[src/rtl/uart_tx_if.sv]
// Byte handshake and serial-line bundle for uart_transmitter.
// The master drives requests and the transmitter returns status.
interface uart_tx_if;
    logic       tx_start;
    logic [7:0] tx_data;
    logic       tx;
    logic       tx_busy;
    logic       tx_done;

    modport master (output tx_start, output tx_data, input tx, input tx_busy, input tx_done);
    modport slave  (input tx_start, input tx_data, output tx, output tx_busy, output tx_done);
endinterface

[src/rtl/uart_transmitter.sv]
// 8N1 UART transmitter; every state lasts CLKS_PER_BIT clocks.
// Optional macro UART_TX_PARITY_EN inserts an even-parity bit between the data bits and the stop bit.
//
// state    | meaning
// S_IDLE   | line high, waiting for tx_start
// S_START  | start bit (low)
// S_DATA   | data bits, LSB first
// S_PARITY | even parity bit (UART_TX_PARITY_EN only)
// S_STOP   | stop bit (high)
module uart_transmitter #(
    parameter int CLKS_PER_BIT = 68
) (
    input  logic     clk,
    input  logic     rst,
    uart_tx_if.slave bus
);
    localparam int CW = (CLKS_PER_BIT > 1) ? $clog2(CLKS_PER_BIT) : 1;
    localparam logic [CW-1:0] RELOAD = CW'(CLKS_PER_BIT - 1);

`ifdef UART_TX_PARITY_EN
    typedef enum logic [2:0] {S_IDLE, S_START, S_DATA, S_PARITY, S_STOP} state_e;
`else
    typedef enum logic [1:0] {S_IDLE, S_START, S_DATA, S_STOP} state_e;
`endif

    state_e        state_q, state_d;
    logic [CW-1:0] cnt_q, cnt_d;
    logic [2:0]    idx_q, idx_d;
    logic [7:0]    shreg_q, shreg_d;
    logic          tx_q, tx_d;
    logic          busy_q, busy_d;
    logic          done_q, done_d;
    logic          last_cycle;

    assign last_cycle = (cnt_q == '0);

    always_ff @(posedge clk) begin
        if (rst) begin
            state_q <= S_IDLE;
            cnt_q   <= '0;
            idx_q   <= '0;
            shreg_q <= '0;
            tx_q    <= 1'b1;
            busy_q  <= 1'b0;
            done_q  <= 1'b0;
        end else begin
            state_q <= state_d;
            cnt_q   <= cnt_d;
            idx_q   <= idx_d;
            shreg_q <= shreg_d;
            tx_q    <= tx_d;
            busy_q  <= busy_d;
            done_q  <= done_d;
        end
    end

    // Outputs are computed one cycle ahead so tx/tx_busy/tx_done come straight from flops.
    always_comb begin
        state_d = state_q;
        cnt_d   = cnt_q;
        idx_d   = idx_q;
        shreg_d = shreg_q;
        tx_d    = tx_q;
        busy_d  = busy_q;
        done_d  = 1'b0;

        if (state_q != S_IDLE) begin
            cnt_d = last_cycle ? RELOAD : (cnt_q - CW'(1));
        end

        case (state_q)
            S_IDLE: begin
                tx_d   = 1'b1;
                busy_d = 1'b0;
                if (bus.tx_start) begin
                    shreg_d = bus.tx_data;
                    state_d = S_START;
                    tx_d    = 1'b0;
                    busy_d  = 1'b1;
                    cnt_d   = RELOAD;
                    idx_d   = '0;
                end
            end
            S_START: begin
                if (last_cycle) begin
                    state_d = S_DATA;
                    tx_d    = shreg_q[0];
                    idx_d   = '0;
                end
            end
            S_DATA: begin
                if (last_cycle) begin
                    if (idx_q == 3'd7) begin
`ifdef UART_TX_PARITY_EN
                        state_d = S_PARITY;
                        tx_d    = ^shreg_q;
`else
                        state_d = S_STOP;
                        tx_d    = 1'b1;
`endif
                    end else begin
                        idx_d = idx_q + 3'd1;
                        tx_d  = shreg_q[idx_q + 3'd1];
                    end
                end
            end
`ifdef UART_TX_PARITY_EN
            S_PARITY: begin
                if (last_cycle) begin
                    state_d = S_STOP;
                    tx_d    = 1'b1;
                end
            end
`endif
            S_STOP: begin
                if (last_cycle) begin
                    state_d = S_IDLE;
                    tx_d    = 1'b1;
                    busy_d  = 1'b0;
                    done_d  = 1'b1;
                    idx_d   = '0;
                    cnt_d   = '0;
                end
            end
            default: begin
                state_d = S_IDLE;
                tx_d    = 1'b1;
                busy_d  = 1'b0;
            end
        endcase
    end

    assign bus.tx      = tx_q;
    assign bus.tx_busy = busy_q;
    assign bus.tx_done = done_q;
endmodule

[src/flat_wrapper.sv]
// flat-port wrapper written by rule: the top's interface ports become plain ports
module uart_transmitter_flat 
#(
    parameter int CLKS_PER_BIT = 68
)
  (clk, rst, bus_tx_start, bus_tx_data, bus_tx, bus_tx_busy, bus_tx_done);
  uart_tx_if bus_i ();
  input  logic clk;
  input  logic rst;
  input wire logic [$bits(bus_i.tx_start)-1:0] bus_tx_start;
  input wire logic [$bits(bus_i.tx_data)-1:0] bus_tx_data;
  output wire logic [$bits(bus_i.tx)-1:0] bus_tx;
  output wire logic [$bits(bus_i.tx_busy)-1:0] bus_tx_busy;
  output wire logic [$bits(bus_i.tx_done)-1:0] bus_tx_done;
  assign bus_i.tx_start = bus_tx_start;
  assign bus_i.tx_data = bus_tx_data;
  assign bus_tx = bus_i.tx;
  assign bus_tx_busy = bus_i.tx_busy;
  assign bus_tx_done = bus_i.tx_done;
  uart_transmitter #(.CLKS_PER_BIT(CLKS_PER_BIT)) u_core (.clk(clk), .rst(rst), .bus(bus_i));
endmodule
[config.mk]
export PLATFORM = sky130hd
export DESIGN_NAME = uart_transmitter_flat
export DESIGN_NICKNAME = d
export VERILOG_FILES = /design/src/rtl/uart_tx_if.sv /design/src/rtl/uart_transmitter.sv /design/src/flat_wrapper.sv
export SDC_FILE = /design/constraint.sdc
export NUM_CORES = 1
export LEC_CHECK = 0
export BUFFER_PORTS_ARGS = -buffer_cell sky130_fd_sc_hd__buf_4
export CORE_AREA = 5 5 54 56
export CTS_BUF_LIST = sky130_fd_sc_hd__clkbuf_4 sky130_fd_sc_hd__clkbuf_8
export CTS_CLUSTER_SIZE = 30
export DETAILED_ROUTE_END_ITERATION = 7
export DIE_AREA = 0 0 59 61
export PLACE_DENSITY = 0.83
export SLEW_MARGIN = 20
export SYNTH_ARGS = -nofsm -noshare
export SYNTH_HDL_FRONTEND = slang
export SYNTH_SLANG_ARGS = --single-unit
export TNS_END_PERCENT = 100
[constraint.sdc]
create_clock -name clk -period 4.5 [get_ports clk]
set_clock_uncertainty 0.1 [all_clocks]
set_input_delay 0.225 -clock clk [delete_from_list [all_inputs] [get_ports clk]]
set_output_delay 0.225 -clock clk [all_outputs]
set_load 0.005 [all_outputs]
---- Word level (Yosys, flattened, before mapping) ----
Cells that the tools add are included.
word-level totals
  bits in read-only memories .............. 0
  memories kept ........................... 0
  register bits ........................... 23
  output and inout port bits .............. 3
  word-level logic and storage cells ...... 61
  latch bits .............................. 0
  RAM bits ................................ 0
cells by class
  bitwise gates (word level) .............. 1
  reduce and logical (&&, ||, !) cells .... 11
  $add $sub $neg .......................... 2
  shifts and indexed selects .............. 0
  multipliers ............................. 0
  div/mod/pow operators ................... 0
  $lt $le $gt $ge ......................... 1
  equality and inequality tests ........... 11
  muxes and demuxes ....................... 28
operator list
  cell                                                                      count
  7-bit two-way mux                                                         4
  7-bit case mux with 2 select lines                                        1
  3-bit two-way mux                                                         4
  2-bit two-way mux                                                         5
  2-bit by 1-bit inequality test with 1-bit output (second input constant)  5
  1-bit two-way mux                                                         9
  3-bit case mux with 3 select lines                                        1
  2-bit case mux with 4 select lines                                        1
  7-bit zero test                                                           1
  7-bit by 1-bit subtractor with 7-bit output (second input constant)       1
  5-bit AND reduction                                                       1
  2-bit == test (second input constant)                                     2
  3-bit by 4-bit < comparator with 1-bit output (second input constant)     1
  2-bit inequality test (second input constant)                             2
  1-bit case mux with 4 select lines                                        1
  2-bit AND reduction                                                       2
  4-bit AND reduction                                                       1
  2-bit nonzero test                                                        2
  2-bit OR reduction                                                        2
  3-bit by 1-bit adder with 3-bit output (second input constant)            1
  1-bit binary-select mux with 3-bit select                                 1
  3-bit == test (second input constant)                                     1
  3-bit AND reduction                                                       1
  2-bit by 1-bit == test with 1-bit output (second input constant)          1
  3 further kinds                                                           3

---- Longest topological paths before layout ----
Gate-level depths: netlist of run 1.
  depth in word-level cells ............... 6
  mapped depth ............................ 7
  gate-level depth less buffers ........... 6

---- Worst setup path before layout of run 1 ----
Ideal clock, no wire load.
  path kind ............................... flip-flop to flip-flop
  start ................................... register u_core.cnt_q[0]
  end ..................................... register u_core.idx_q[1]
  slack ................................... 2.744 ns
  data arrival time ....................... 1.524 ns
  setup time .............................. 0.132 ns
  path buffers ............................ 0
  stages on the path, launching flop included .. 7
  period minus slack after synthesis ...... 1.756 ns
  cell sequence ........................... dfxtp_1 > inv_1 > ha_1 > or3b_1 > o31a_1 > o31ai_1 > a21oi_1
on the way
  longest elaborated chain between the ends .. 3
  elaborated cells on any way between the ends .. 4
  those cells by class .................... 2 x eq/ne; 2 x reduce/logical
RTL lines
  item                                                        line                    text
  start, declared                                             uart_transmitter.sv:27  logic [CW-1:0] cnt_q, cnt_d;
  start signal, assigned                                      uart_transmitter.sv:48  cnt_q <= cnt_d;
  7-bit zero test (*)                                         uart_transmitter.sv:35  assign last_cycle = (cnt_q == '0);
  2-bit by 1-bit inequality test with 1-bit output (no line)  n/a
  4-bit AND reduction (no line) (*)                           n/a
  end signal, assigned                                        uart_transmitter.sv:49  idx_q <= idx_d;
  end, declared                                               uart_transmitter.sv:28  logic [2:0] idx_q, idx_d;
Mark *: on every way between the ends. The rest lies on a longest branch, timed or not.
A chain may end at the register's enable or synchronous reset.

---- Worst setup path after layout of run 1 ----
  start ................................... register u_core.state_q[0]
  end ..................................... register u_core.cnt_q[6]
on the way
  longest elaborated chain between the ends .. 4
  elaborated cells on any way between the ends .. 7
  those cells by class .................... 1 x eq/ne; 4 x mux; 2 x reduce/logical
RTL lines
  item                                    line                                             text
  start, declared                         uart_transmitter.sv:26                           state_e state_q, state_d;
  start signal, assigned                  uart_transmitter.sv:47                           state_q <= state_d;
  2-bit nonzero test                      uart_transmitter.sv:67                           if (state_q != S_IDLE) begin
  7-bit two-way mux                       uart_transmitter.sv:67
  7-bit two-way mux (on tied branches)    uart_transmitter.sv:116, uart_transmitter.sv:75
  7-bit case mux with 2 select lines (*)  uart_transmitter.sv:71                           case (state_q)
Marked as above.

==> summary.md, run 1 <==
| Metric | Value |
|---|---|
| PD cells | 589 nW/um2 |
| Rows | 18 |
| Worst-Margin Slew | between 0.5 and 0.6 ns |
| Reg2Reg Launch Point | u_core.state_q[0] |
| Status | finished clean |
| Max-Cap Viols | 0 |
| Hold Path Class | input port to flop |
| DIE AREA | ~3600 um2 |
| Lkg Pwr | 0.547 nW |
| Compound-Gate Fraction of Synth Area | between 20 and 25% |
| Fmax | between 400 and 500 MHz |
| Crit path largest cell delay | roughly 0.55 ns |
| CP Buf/Inv Count | 1 |
| Dpl cell area | 1350 um2 |
| Yosys Warn Count | 0 |
| Yosys top cell area share | between 30% and 40% |
| Register-to-Register Path Depth | 6 |
| First DRT Iteration DRCs | 23 |
| DRT Pass-1 Iters | 4 |
| First-pass GRT wire length | roughly 4500 um |
| Largest net degree at the start of global routing | 22 |
| Crit. End Element | flop |
| Critical Path Stages | 6 |
| DRC violations left | 0 |
| Adder-Cell Fraction of Synth Area | just over 8% |
| Initial Util | 52.0% |
| Die span in y | just over 60 um |
| CTS Sinks | 23 |
| CP Launch Point | u_core.state_q[0] |
| Vias in the first global route | around 1000 |
| Fin worst setup slack | ~2.5 ns |
| Largest family of logic cells by synthesized area | compound AO/OA/AOI/OAI gates |
| HPWL Detailed | approximately 2000 um |
| Reg2reg setup slack | 2.47 ns |
| Die X | roughly 59 um |
| Critical path arrival | 2.15 ns |
| Crit path to | u_core.cnt_q[6] |
| CP cell instances | inv_1 -> ha_1 -> or3b_2 -> o21a_1 -> o32ai_1 -> a21oi_1 |
| Cells after synthesis | 149 |
| Clock Latency Late Sink | approximately 0.32 ns |
| Final core occ | 57.7% |
| Mux contribution to synthesized area | under 10% |
| Final hold vios | 0 |
| Tot GR Track Use | between 10% and 20% |
| Clk pin slew, worst setup/hold paths | approximately 0.12 ns |
| Distinct cells, synth | 39 |
| Slowest-stage cell, CP | or3b_2 |
| CTS H-tree depth | 1 |
| Layout cells sized above 1 | roughly 14% |
| Routability cong. | between 0.8 and 0.9 |
| Setup total negative slack | 0 ns |
| Max VDD drop | 0.412 mV |
| Total CTS buffers | 3 |
| I/O Pins | 14 |
| CP top delay family | simple AND/OR/NAND/NOR gates |
| Main flop type after synthesis | dfxtp_1 |
| Data required time of the worst path | roughly 4.6 ns |
| Final layout net count | 180 |
| CTS tree | built |
| Crit Path Class | flop to flop |
| Tcrit/Tclk final | 45.2% |
| RR Endpoint | u_core.cnt_q[6] |
| Synth async-reset ratio | 0% |
| Clock Tree Buf Depth | 2 |
| CTS Hold Bufs | 0 |
| Min Tclk post-route | between 2 and 2.5 ns |
| GR Overflow Total | 0 |
| Synthesized area per cell | approximately 8.3 um2 |
| Startpoint types | flop |
| # diodes | 0 |
| # port buffers | 13 |
| Area of the core | approximately 2400 um2 |
| Via count | roughly 1100 |
| Relative slew slack | 62.7% |
| Area grow syn2layout | 10.9% |
| Syn Std Cell Area | 1240 um2 |
| Yosys reg bits | 23 |
| Design area | between 1000 and 1500 um2 |
| Post-CTS resize count | 0 |
| Top cells by area, synth | dfxtp_1 37%, ha_1 8.1%, nand2_1 6.9% |
| HP Start | bus_tx_data[5] |
| Post-synthesis xor/xnor area fraction | 2.11% |
| Total power | 0.811 mW |
| Routed wire length | 2640 um |
| Drt wl/cell | around 14 um |
| CTS Root Buffer Type | clkbuf_4 |
| Synth Area in Simple Gates | roughly a fifth |
| Routed Antenna Nets | 0 |
| Final max-slew violation count | 0 |
| Initial antenna violation count | 0 |
| Via density | slightly below 6 |
| Mapped Nets | ~170 |
| Setup repair after global routing missed its margin | no |
| Post-synth EDFFs | 0 |
| Cell taking the most area after synthesis | dfxtp_1 |
| Place WS | between 2 and 3 ns |
| Endpoints failing setup | 0 |
| Post CTS Setup Buffer Count | 0 |
| Sequential element share of the synthesized area | a little under two fifths |
| Worst Path Max Fanout | 13 |
-- metrics by stage --
stage / instances / hold WS, ns
2_1_floorplan: 149 / 0.261
3_3_place_gp: 186 / 0.340
3_5_place_dp: 186 / 0.345
4_1_cts: 190 / 0.0359
5_1_grt: 190 / 0.0446
6_report: 190 / 0.0420
-- layer usage --
metal	GRT usage, %	vias up	part of all wire [%]
li1	-	559	-
met1	20.1	514	44
met2	27.0	39	47
met3	3.62	6	6.6
met4	5.18	0	1.8
met5	0	-	0
-- registers in the layout (all words and copies together) (netlist names) --
signal              cells
u_core.bus.tx_done      1
u_core.cnt_q            7
u_core.idx_q            3
u_core.bus.tx           1
u_core.state_q          2
u_core.bus.tx_busy      1
u_core.shreg_q          8
-- Yosys cell counts, types with 2 or more instances --
| master | number |
|---|---|
| dfxtp_1 | 23 |
| o21ai_0 | 5 |
| nor2_1 | 11 |
| a211oi_1 | 2 |
| xnor2_1 | 2 |
| o31ai_1 | 3 |
| nor3_1 | 4 |
| mux4_2 | 2 |
| ha_1 | 8 |
| o22ai_1 | 3 |
| inv_1 | 10 |
| a21oi_1 | 15 |
| nor3b_1 | 2 |
| a31oi_1 | 2 |
| nand2_1 | 23 |
| clkbuf_1 | 5 |
| nand3_1 | 4 |
| mux2i_1 | 2 |
| o211ai_1 | 2 |
| nand4_1 | 2 |
-- report_power, final --
| group | internal (mW) | switching (mW) |
|---|---|---|
| clock | 0.0408 | 0.0619 |
| combinational | 0.162 | 0.251 |
| sequential | 0.254 | 0.0414 |
| total | 0.457 | 0.354 |
-- logic make-up after synthesis --
kind of cell	count (synthesis)
DFF	23
buffers and inverters	16
adders and majority gates	8
and+or+nand+nor	53
xor gates and xnor gates	3
AOI/OAI and AO/OA	42
muxes	4
-- worst min-delay path, stage by stage --
cell and delay, ns:
buf_4 0.11, nand2_1 0.04, a21oi_1 0.05
-- layout make-up --
class | count | area [um2]
inverters | 10 | 37.5
well taps | 30 | 37.5
multi-input cells | 110 | 714
fillers | 229 | 1010
clock buffers | 4 | 30.0
repair buffers | 13 | 97.6
flip-flops and latches | 23 | 460
-- worst min-delay path by stage --
stage / end / cells past startpoint
after CTS: u_core.shreg_q[5] / 3
after detailed placement: u_core.shreg_q[2] / 2
after global placement: u_core.shreg_q[7] / 2
after floorplan: u_core.shreg_q[1] / 2
final: u_core.shreg_q[5] / 3
after global routing: u_core.shreg_q[2] / 3
-- cell usage in the layout (no fill, tap or decap), drive strengths merged, types with 3 or more instances in the layout --
master  count
nand2      23
dfxtp      23
a21oi      15
buf        13
nor2       12
inv        10
ha          8
o21ai       5
nor3        4
nand3       4
clkbuf      4
o31ai       3
o22ai       3
No activity file was read; power rests on OpenSTA's default activity.
==> run 2, diff against run 1 <==
Clock period 4.5 ns to 2.1 ns, I/O delays scaled along.
==> run 2 against run 1 <==
Against the previous run: largest power group unchanged; highest routed layer unchanged; non-clock buffer count grew 11; sequential cell count is the same; critical endpoint unchanged; register-to-register slack lost 2.3 ns; largest cell class unchanged; via count grew 4.7%.
==> summary.md, run 2 (synthesis results as in run 1) <==
| Metric | Value |
|---|---|
| Status | finished clean |
| Clk pin slew, worst setup/hold paths | between 0.1 and 0.15 ns |
| Crit Path Class | flop to flop |
| Largest net degree at the start of global routing | 22 |
| Max VDD drop | just over 1 mV |
| Registers with the most flip-flops | u_core.shreg_q (8), u_core.cnt_q (7), u_core.idx_q (3) |
| Sw frac | a little over two fifths |
| P_sw | between 0.8 and 0.9 mW |
| Lkg Pwr | ~0.59 nW |
| WHS Endpoint | u_core.shreg_q[1] |
| Multi-input logic area | around 700 um2 |
| Tcrit/Tclk final | 93.7% |
| Most frequent cells in the layout | 23 x nand2_1, 23 x dfxtp_1, 16 x buf_4 |
| First DRT Iteration DRCs | 56 |
| Reg with most FFs | u_core.shreg_q |
| Via count | roughly 1200 |
| Setup repair after global routing missed its margin | no |
| Max-Cap Viols | 0 |
| Layout cells sized above 1 | between 15 and 20% |
| Fillers | about 210 |
| DRT Pass-1 Iters | 5 |
| Worst Path Max Fanout | 4 |
| Relative slew slack | between 60 and 70% |
| Worst-Margin Slew | approximately 0.48 ns |
| Rows | 18 |
| I/O Pins | 14 |
| # diodes | 0 |
| Critical path arrival | 2.08 ns |
| Reg2Reg Launch Point | u_core.state_q[0] |
| Initial antenna violation count | 0 |
| Clock power share | 11.7% |
| Data required time of the worst path | approximately 2.2 ns |
| Slowest-stage cell, CP | or3b_2 |
| Routed Antenna Nets | 0 |
| Tot GR Track Use | a little under a fifth |
| Hold Path Class | input port to flop |
| CTS tree | built |
| Routed wire length | roughly 3000 um |
| Max FFs per register | 8 |
| Hold Crit Depth | 2 |
| Via density | between 5 and 6 |
| Setup total negative slack | 0 ns |
| CP cell instances | inv_1 -> ha_1 -> or3b_2 -> o21a_1 -> o32ai_1 -> a21oi_1 |
| Total CTS buffers | 3 |
| Initial Util | 52.0% |
| RR Endpoint | u_core.cnt_q[6] |
| GR Overflow Total | 0 |
| DRC violations left | 0 |
| Register-to-Register Path Depth | 6 |
| DIE AREA | around 3600 um2 |
| Min Tclk post-route | roughly 2.0 ns |
| CTS H-tree depth | 1 |
| Combinational fraction of design power | 53.7% |
| Die X | between 50 and 60 um |
| Clock Tree Buf Depth | 2 |
| Reg2reg setup slack | ~0.13 ns |
| Crit path largest cell delay | between 0.5 and 0.6 ns |
| Clock Latency Late Sink | around 0.32 ns |
| Endpoints failing setup | 0 |
| FF/Latch Area | ~460 um2 |
| Fmax | just over 500 MHz |
| Vias in the first global route | around 1200 |
| First-pass GRT wire length | roughly 5000 um |
| Final max-slew violation count | 0 |
| Final layout net count | ~190 |
| Area of the core | about 2400 um2 |
| Internal Power | between 1 and 1.5 mW |
| PD cells | 1230 nW/um2 |
| Drt wl/cell | around 15 um |
| Area grow syn2layout | 18.9% |
| Post CTS Setup Buffer Count | 0 |
| # port buffers | 13 |
| Final core occ | between 60% and 70% |
| CTS Sinks | 23 |
| Startpoint types | flop |
| Proportion of power drawn by flip-flops and latches | between 30% and 40% |
| HP Start | rst |
| Final hold vios | 0 |
| Routability cong. | 0.907 |
| Die span in y | a little over 60 um |
| CTS Root Buffer Type | clkbuf_4 |
| HPWL Detailed | 2170 um |
| Crit. End Element | flop |
[run 2: changes by cell type in the layout (fill, tap and decap cells not counted)]
cell and delta:
clkbuf_4 -1, dlygate4sd3_1 +8, clkinv_2 +1, buf_4 +3
[run 2: final cells by class]
type                            instances  share of cell area [%]
Tap cell                               30                    2.54
Inverter                               10                    2.54
Clock inverter                          1                   0.339
Clock buffer                            3                    1.52
Multi-Input combinational cell        110                    48.3
Sequential cell                        23                    31.2
Timing Repair Buffer                   24                    13.5
[run 2: routing by layer]
metal	up-vias	wire, um	GRT usage, %
met5	-	0	0
met4	0	48	6.47
met3	9	129	1.91
met2	42	1590	33.8
met1	541	1270	21.9
li1	578	-	-
[run 2: worst max-delay path by stage]
stage | from | end | slack (ns) | depth (start not counted)
floorplan | u_core.cnt_q[0] | u_core.idx_q[1] | 0.34 | 6
CTS | u_core.state_q[0] | u_core.cnt_q[6] | 0.14 | 6
global placement | u_core.state_q[0] | u_core.cnt_q[6] | 0.26 | 6
detailed placement | u_core.state_q[0] | u_core.cnt_q[6] | 0.18 | 6
finish | u_core.state_q[0] | u_core.cnt_q[6] | 0.13 | 6
global route | u_core.cnt_q[0] | u_core.idx_q[0] | 0.02 | 7
[run 2: worst max-delay path: cells and delay by family, from the launching register on]
kind / cells / cell delay, ns
AOI/OAI and AO/OA: 3 / 0.45
buffers and inverters: 1 / 0.11
adders and majority gates: 1 / 0.26
DFF: 1 / 0.41
and+or+nand+nor: 1 / 0.52
[run 2: timing repair]
action / in CTS / in global routing
gates resized for setup: 0 / 0
hold buffers: 8 / 0
hold endpoints to repair: 8 / 0
[run 2: power groups by stage]
stage | Combinational, mW | Sequential [mW] | Clock, mW
3_3_place_gp | 0.904 | 0.632 | 0
4_1_cts | 0.960 | 0.631 | 0.213
2_1_floorplan | 0.726 | 0.620 | 0
5_1_grt | 1.07 | 0.646 | 0.229
6_report | 0.978 | 0.632 | 0.213
3_5_place_dp | 0.942 | 0.641 | 0
[run 2: per-stage QoR]
step | area (um2) | cells | setup slack [ns] | hold WS (ns) | power, mW
final | 1480 | 201 | 0.132 | 0.00940 | 1.82
after floorplan | 1240 | 149 | 0.344 | 0.141 | 1.35
after detailed placement | 1370 | 189 | 0.180 | 0.266 | 1.58
after CTS | 1480 | 201 | 0.141 | 0.00538 | 1.80
after global routing | 1480 | 201 | 0.0238 | 0.0192 | 1.95
after global placement | 1370 | 189 | 0.259 | 0.252 | 1.54
